[src/rtl/screen_pkg.sv]
// rtl/screen_pkg.sv - shared widths, default screen size and flusher state encoding.
package screen_pkg;

  localparam int COORD_W        = 8;
  localparam int COLOUR_W       = 6;
  localparam int DEFAULT_WIDTH  = 160;
  localparam int DEFAULT_HEIGHT = 120;

  typedef enum logic [1:0] {
    IDLE  = 2'd0,
    SWEEP = 2'd1,
    DRAIN = 2'd2,
    DONE  = 2'd3
  } flusher_state_e;

endpackage

[src/rtl/raster_counter.sv]
// rtl/raster_counter.sv - x/y raster counter with advance, row wrap and last-pixel flag.
module raster_counter
  import screen_pkg::*;
#(
  parameter int WIDTH  = DEFAULT_WIDTH,
  parameter int HEIGHT = DEFAULT_HEIGHT
) (
  input  logic               clock,
  input  logic               resetn,
  input  logic               advance,
  output logic [COORD_W-1:0] x,
  output logic [COORD_W-1:0] y,
  output logic               last
);

  // Compare against the last index so WIDTH/HEIGHT of 256 never needs a 9th bit.
  localparam logic [COORD_W-1:0] X_LAST = COORD_W'(WIDTH - 1);
  localparam logic [COORD_W-1:0] Y_LAST = COORD_W'(HEIGHT - 1);

  logic [COORD_W-1:0] x_q, x_d;
  logic [COORD_W-1:0] y_q, y_d;
  logic               row_end;

  always_comb begin
    row_end = (x_q == X_LAST);
    last    = row_end && (y_q == Y_LAST);
    x_d     = x_q;
    y_d     = y_q;
    if (advance) begin
      if (last) begin
        x_d = '0;
        y_d = '0;
      end else if (row_end) begin
        x_d = '0;
        y_d = y_q + 1'b1;
      end else begin
        x_d = x_q + 1'b1;
      end
    end
  end

  always_ff @(posedge clock or negedge resetn) begin
    if (!resetn) begin
      x_q <= '0;
      y_q <= '0;
    end else begin
      x_q <= x_d;
      y_q <= y_d;
    end
  end

  assign x = x_q;
  assign y = y_q;

endmodule

[src/rtl/screen_flusher.sv]
// rtl/screen_flusher.sv - raster sweep of pixel sources into registered VGA writes.
// Optional macro SCREEN_FLUSHER_BG_FILL_EN: write every pixel, bg_colour where no source owns it.
module screen_flusher
  import screen_pkg::*;
#(
  parameter int WIDTH  = DEFAULT_WIDTH,
  parameter int HEIGHT = DEFAULT_HEIGHT
) (
  input  logic                clock,
  input  logic                resetn,
  input  logic                start,
  input  logic                hold,
  input  logic [COLOUR_W-1:0] bg_colour,
  input  logic [COLOUR_W-1:0] src_colour,
  input  logic                src_enable,
  output logic [COORD_W-1:0]  flush_x,
  output logic [COORD_W-1:0]  flush_y,
  output logic [COORD_W-1:0]  vga_x,
  output logic [COORD_W-1:0]  vga_y,
  output logic [COLOUR_W-1:0] vga_colour,
  output logic                vga_plot,
  output logic                busy,
  output logic                done,
  output logic [7:0]          frame_count
);

  flusher_state_e      state_q, state_d;
  logic                advance;
  logic                last_pixel;
  logic [COORD_W-1:0]  vga_x_q, vga_x_d;
  logic [COORD_W-1:0]  vga_y_q, vga_y_d;
  logic [COLOUR_W-1:0] vga_colour_q, vga_colour_d;
  logic                vga_plot_q, vga_plot_d;
  logic [7:0]          frame_count_q, frame_count_d;

`ifndef SCREEN_FLUSHER_BG_FILL_EN
  logic unused_bg;
  assign unused_bg = ^bg_colour;
`endif

  raster_counter #(
    .WIDTH  (WIDTH),
    .HEIGHT (HEIGHT)
  ) u_raster (
    .clock   (clock),
    .resetn  (resetn),
    .advance (advance),
    .x       (flush_x),
    .y       (flush_y),
    .last    (last_pixel)
  );

  always_comb begin
    state_d       = state_q;
    advance       = 1'b0;
    vga_x_d       = vga_x_q;
    vga_y_d       = vga_y_q;
    vga_colour_d  = vga_colour_q;
    vga_plot_d    = 1'b0;
    frame_count_d = frame_count_q;
    case (state_q)
      IDLE: begin
        if (start) state_d = SWEEP;
      end
      SWEEP: begin
        if (!hold) begin
          advance = 1'b1;
          vga_x_d = flush_x;
          vga_y_d = flush_y;
`ifdef SCREEN_FLUSHER_BG_FILL_EN
          vga_plot_d   = 1'b1;
          vga_colour_d = src_enable ? src_colour : bg_colour;
`else
          vga_plot_d = src_enable;
          if (src_enable) vga_colour_d = src_colour;
`endif
          if (last_pixel) state_d = DRAIN;
        end
      end
      DRAIN: begin
        state_d       = DONE;
        frame_count_d = frame_count_q + 8'd1;
      end
      DONE: begin
        state_d = IDLE;
      end
      default: begin
        state_d = IDLE;
      end
    endcase
  end

  always_ff @(posedge clock or negedge resetn) begin
    if (!resetn) begin
      state_q       <= IDLE;
      vga_x_q       <= '0;
      vga_y_q       <= '0;
      vga_colour_q  <= '0;
      vga_plot_q    <= 1'b0;
      frame_count_q <= '0;
    end else begin
      state_q       <= state_d;
      vga_x_q       <= vga_x_d;
      vga_y_q       <= vga_y_d;
      vga_colour_q  <= vga_colour_d;
      vga_plot_q    <= vga_plot_d;
      frame_count_q <= frame_count_d;
    end
  end

  assign vga_x       = vga_x_q;
  assign vga_y       = vga_y_q;
  assign vga_colour  = vga_colour_q;
  assign vga_plot    = vga_plot_q;
  assign busy        = (state_q == SWEEP) || (state_q == DRAIN);
  assign done        = (state_q == DONE);
  assign frame_count = frame_count_q;

endmodule

[config.mk]
export PLATFORM = sky130hd
export DESIGN_NAME = screen_flusher
export DESIGN_NICKNAME = d
export VERILOG_FILES = /design/src/rtl/screen_pkg.sv /design/src/rtl/raster_counter.sv /design/src/rtl/screen_flusher.sv
export SDC_FILE = /design/constraint.sdc
export NUM_CORES = 1
export LEC_CHECK = 0
export CELL_PAD_IN_SITES_DETAIL_PLACEMENT = 1
export CELL_PAD_IN_SITES_GLOBAL_PLACEMENT = 1
export CORE_MARGIN = 5
export CORE_UTILIZATION = 38
export CTS_BUF_LIST = sky130_fd_sc_hd__clkbuf_4 sky130_fd_sc_hd__clkbuf_8 sky130_fd_sc_hd__clkbuf_16
export CTS_CLUSTER_SIZE = 8
export DETAILED_ROUTE_END_ITERATION = 6
export HOLD_SLACK_MARGIN = 0.15
export PLACE_DENSITY = 0.92
export SYNTH_ARGS = -nofsm -noshare
export SYNTH_HDL_FRONTEND = slang
export SYNTH_SLANG_ARGS = --single-unit
[constraint.sdc]
create_clock -name clock -period 2.9 [get_ports clock]
set_input_delay 0.29 -clock clock [delete_from_list [all_inputs] [get_ports clock]]
set_output_delay 0.29 -clock clock [all_outputs]
set_load 0.005 [all_outputs]
==> qor.txt, run 1 <==
clock skew: 0.01004 ns
Finished Cell Area: 0.002944 mm^2
initial antenna violation count: 0
Synth top area share: 56.26%
global-route wire length before repair: 9094 um
hold_ws: 0.1950 ns
Setup Fix Bufs, Post-CTS: 0
Worst R2R Path Depth: 6
ys async rst share: 100.0%
Synth cell types: 33
total CTS buffers: 5
cells resized by post-CTS repair: 0
EDFF count, synth: 0
RR Startpoint: state_q[1]
Fill cells: 630
IO Count: 66
routability cong.: 0.8068
Starting Density: 39.34%
syn avg cell area: 10.43 um^2
Least-Margin Pin Slew: 1.104 ns
clk slew on worst S/H paths: 0.10 ns
core box area: 0.005540 mm^2
Iter 0 DRT Violations: 34
clock buffer depth: 2
final setup fails: 0
Area Overhead vs Synth: 35.07%
FF-to-FF setup slack: 0.89 ns
area leader, netlist: dfrtp_1
Seq/Total Area, Yosys: 56.26%
Synth area leaders: dfrtp_1 56%, nand2_1 10%, xnor2_1 4.4%, mux2_2 4.1%, ha_1 4.0%
worst reg2reg endpoint: u_raster.y[5]
Syn Nets: 233
detailed-route wire length: 5266 um
ant diodes: 0
pre-CTS setup slack: 0.8314 ns
Post-Layout Cell Count: 341
clock sink count: 49
nets: 292
RSZ-0062 raised after global routing: false
Hold Fails Final Rpt: 0
area of the mapped netlist: 0.002180 mm^2
dpl hpwl: 3767 um
crit path max fanout: 22
Setup CP Type: reg2reg
Max Cap Viol: 0
largest net degree at the start of global routing: 50
min-delay worst type: in2async
Routed Antenna Nets: 0
CP startpoint kind: flop
clk_lat worst skew: 0.30 ns
P per Cell Area: 572.8 mW/mm^2
setup TNS: 0 ns
DRC: 0
list of most frequent post-synthesis cells: 60 x nand2_1, 49 x dfrtp_1, 11 x xnor2_1, 10 x o21ai_0, 9 x nand4_1
relative slew slack: 26.39%
die width: 85.74 um
routed via count: 1714
final worst-path cycle share: 69.24%
vias in the first global route: 1823
fin crit period: 2.008 ns
DR pass1 iterations: 4
TritonCTS clock tree: yes
die footprint: 0.007350 mm^2
final worst slack: 0.8921 ns
# placed instances: 333
I/O Buffers: 59
hold_buf cts: 0
gr usage total: 15.39%
Die Ht: 85.74 um
Rows: 27
count leader, synth: nand2_1
LEAKAGE: 1.376 nW
via/cell ratio: 5.026
post-synthesis register bit count: 49
ys flop type: dfrtp_1
layout cell share with drive strength beyond 1: 9.294%
Gate Count Post-Synth: 209
data required time of the critical path: 3.12 ns
Placed Area: 0.002829 mm^2
crit end category: flop
global route total overflow: 0
arrival time at the worst endpoint: 2.23 ns
fmax: 0.4980 GHz
Root Driver: clkbuf_8
status: complete, no violations
Yosys Warn Count: 0
fin. max-slew vios: 0
Worst VDD drop: 0.2780 mV
Total Power: 1.686 mW
final core occ: 53.14%
Avg WL per Cell: 15.44 um
H-tree levels: 2
-- how the worst max path moves through the flow --
stage,start,to,slack (ns),cells past startpoint
2_1_floorplan,u_raster.y[0],state_q[1],1.22,5
3_3_place_gp,hold,u_raster.y[7],0.86,5
3_5_place_dp,hold,u_raster.y[5],0.83,5
4_1_cts,state_q[1],u_raster.y[5],0.86,6
5_1_grt,state_q[1],u_raster.y[5],0.72,6
6_report,state_q[1],u_raster.y[5],0.89,6
-- per-layer routing --
metal,GRT usage (%),up-vias,part of all wire (%),wire [um]
met5,0,-,0,0
met4,3.453,0,0.97,51
met3,5.187,6,6.5,340
met2,25.14,42,48,2548
met1,19.83,845,44,2327
li1,-,821,-,-
-- worst max-delay path, cell delays in order, from the launching register on --
cell,delay [ns]
dfrtp_1,0.42
inv_1,0.09
ha_1,0.22
and2b_2,0.44
nand3_1,0.29
or3_1,0.38
o21ai_0,0.08
-- registers in the layout (all words and copies together) (netlist names) --
name / count
vga_x: 8
vga_colour: 6
vga_y: 8
frame_count: 8
u_raster.x: 8
u_raster.y: 8
vga_plot: 1
state_q: 2
-- area by class of cell --
type | instances | area [um^2] | share of cell area (%)
well taps | 72 | 90.09 | 3.060
clock inverters | 2 | 38.79 | 1.317
inverters | 5 | 18.77 | 0.6375
repair buffers | 60 | 593.1 | 20.14
clock buffers | 6 | 76.32 | 2.592
flip-flops and latches | 49 | 1226 | 41.65
multi-input cells | 147 | 900.9 | 30.60
-- cell usage in the layout, fill, tap and decap left out, drive strengths merged --
cell type      instances
nor3                   3
buf                    2
and4b                  1
nor2                   5
nand3                  4
a2bb2oi                1
a21boi                 2
a21o                   1
and3b                  1
dfrtp                 49
and3                   4
nor2b                  1
nand4                 10
clkinv                 1
mux2                   8
or3                    3
nor4b                  1
a32oi                  1
clkdlybuf4s50         58
xor2                   3
bufinv                 1
nor3b                  1
o31ai                  2
o21ai                 10
and2                   1
nand2b                 1
inv                    5
clkbuf                 6
nand2                 60
and2b                  1
xnor2                 11
ha                     7
a21oi                  3
and4                   1
-- report_power, final --
group	switching [mW]	internal (mW)
Combinational	0.122	0.202
Clock	0.237	0.269
Sequential	0.0972	0.760
-- cell families (layout without fill, tap and decap cells) --
logic type | after synthesis | in the layout | share of synthesized area [%]
mux | 8 | 8 | 4.133
compound gates | 20 | 20 | 5.511
simple gates | 98 | 98 | 22.04
fa+ha+maj | 7 | 7 | 4.018
buf+inv | 13 | 73 | 2.411
xor+xnor | 14 | 14 | 5.626
flops | 49 | 49 | 56.26
(Power assumes the default switching activity.)
==> run 2, diff against run 1 <==
- CORE_UTILIZATION: 38 -> 35
- PLACE_DENSITY: 0.92 -> 0.87
- clock period: 2.9 -> 1.9 ns (I/O delays scaled with it)
==> run 2 against run 1 <==
Against the previous run: clock skew is 0.0036 ns lower; count of clock-buffer cells in the layout shrank 1; worst hold slack improved by 0.24 ns; final cell count increased by 5.6%; clock power increased by 73%; total power up 63%; flip-flop and latch count did not move; critical endpoint is now busy; combinational power is 91% higher.
==> qor.txt, run 2 (same netlist as run 1, synthesis figures left out) <==
clock buffer depth: 2
global-route wire length before repair: 9625 um
nets: 308
I/O Buffers: 59
most frequent cells in the layout: 60 x nand2_1, 58 x clkdlybuf4s50_1, 49 x dfrtp_1
crit-path max cell delay: 0.50 ns
core box area: 0.005991 mm^2
P per Cell Area: 885.1 mW/mm^2
Least-Margin Pin Slew: 0.6155 ns
data required time of the critical path: 1.71 ns
DRC: 0
ant diodes: 0
Critical Path Slowest Stage Cell: clkdlybuf4s50_1
min-delay worst type: in2async
routed via count: 1802
fmax: 0.5609 GHz
Routed Antenna Nets: 0
gr usage total: 15.74%
final worst-path cycle share: 93.84%
arrival time at the worst endpoint: 1.59 ns
IO Count: 66
Iter 0 DRT Violations: 47
die width: 88.92 um
Setup CP Type: reg2out
Finished Cell Area: 0.003103 mm^2
crit path max fanout: 4
largest net degree at the start of global routing: 27
Root Driver: clkbuf_8
# placed instances: 351
clock sink count: 49
cells along the critical path: inv_1 -> ha_1 -> clkdlybuf4s50_1
vias in the first global route: 1977
TritonCTS clock tree: yes
detailed-route wire length: 5672 um
hold_ws: 0.4332 ns
final core occ: 51.80%
via/cell ratio: 5.006
fin. max-slew vios: 0
Rows: 28
pre-CTS setup slack: 0.08603 ns
clk slew on worst S/H paths: 0.09 ns
fin crit period: 1.783 ns
routability cong.: 0.8049
H-tree levels: 2
LEAKAGE: 1.466 nW
Placed Area: 0.002945 mm^2
die footprint: 0.007906 mm^2
Starting Density: 36.38%
status: complete, no violations
Area Overhead vs Synth: 42.37%
Post-Layout Cell Count: 360
Max Cap Viol: 0
dpl hpwl: 4197 um
clk_lat worst skew: 0.30 ns
commonest non-fill, non-tap cell in the layout: nand2_1
clock skew: 0.006481 ns
relative slew slack: 58.97%
DR pass1 iterations: 4
layout cell share with drive strength beyond 1: 14.74%
final setup fails: 0
final worst slack: 0.1170 ns
Die Ht: 88.92 um
Avg WL per Cell: 15.76 um
Setup Fix Bufs, Post-CTS: 0
CP startpoint kind: flop
Hold Fails Final Rpt: 0
total CTS buffers: 5
global route total overflow: 0
initial antenna violation count: 0
crit end category: primary output
Worst VDD drop: 0.4460 mV
Fill cells: 686
==> run 2: layer usage <==
metal  GRT usage (%)  vias to the layer above  wire length (um)
met5               0                        -                 0
met4           3.297                        0                40
met3           4.516                        5               408
met2           26.65                       54              2756
met1           20.12                      891              2466
li1                -                      852                 -
==> run 2: area by class of cell <==
class                   instances  area [um^2]  area share (%)
clock buffers                   5        68.82           2.218
clock inverters                 3        65.06           2.097
inverters                       5        18.77          0.6048
multi-input cells             147        914.6           29.48
flip-flops and latches         49         1226           39.52
well taps                      75        93.84           3.024
repair buffers                 76        715.7           23.06
==> run 2: report_power, final <==
group	internal, mW	switching [mW]	leakage [nW]
combinational	0.360	0.258	0.758
sequential	1.16	0.0945	0.640
clock	0.523	0.350	0.0681
total	2.04	0.702	1.47
==> run 2: critical path: cells and delay by family (launching register included) <==
kind / cells / cell delay [ns]
buffers and inverters: 2 / 0.58
flip-flops: 1 / 0.42
adder cells (fa/ha/maj): 1 / 0.29
==> run 2: what timing repair did <==
| item | CTS | global route |
|---|---|---|
| hold endpoints to repair | 24 | 0 |
| endpoints found under the setup margin | 0 | 2 |
| hold buffers | 1 | 0 |
| gates resized for setup | 0 | 4 |
==> run 2: worst paths after layout <==
kind                                start             end  slack [ns]  cells past startpoint
max                            state_q[0]            busy        0.12                      3
min                                resetn   u_raster.y[5]        0.43                      2
max reg2reg                 u_raster.y[0]      state_q[1]        0.13                      5
min reg2reg                frame_count[7]  frame_count[7]        0.48                      1
max in group asynchronous          resetn      state_q[1]        0.86                      3
min in group clock         frame_count[7]  frame_count[7]        0.48                      1
==> run 2: per-stage QoR <==
step | total power [mW] | TNS, ns
floorplan | 1.473 | 0
global placement | 1.877 | 0
detailed placement | 1.896 | 0
CTS | 2.789 | 0
global route | 2.918 | -0.03182
finish | 2.746 | 0
==> run 3, diff against run 2 <==
- CTS_CLUSTER_DIAMETER: unset -> 30
==> results of run 3 <==
Final layout, timing and power as in run 2 (identical DEF).
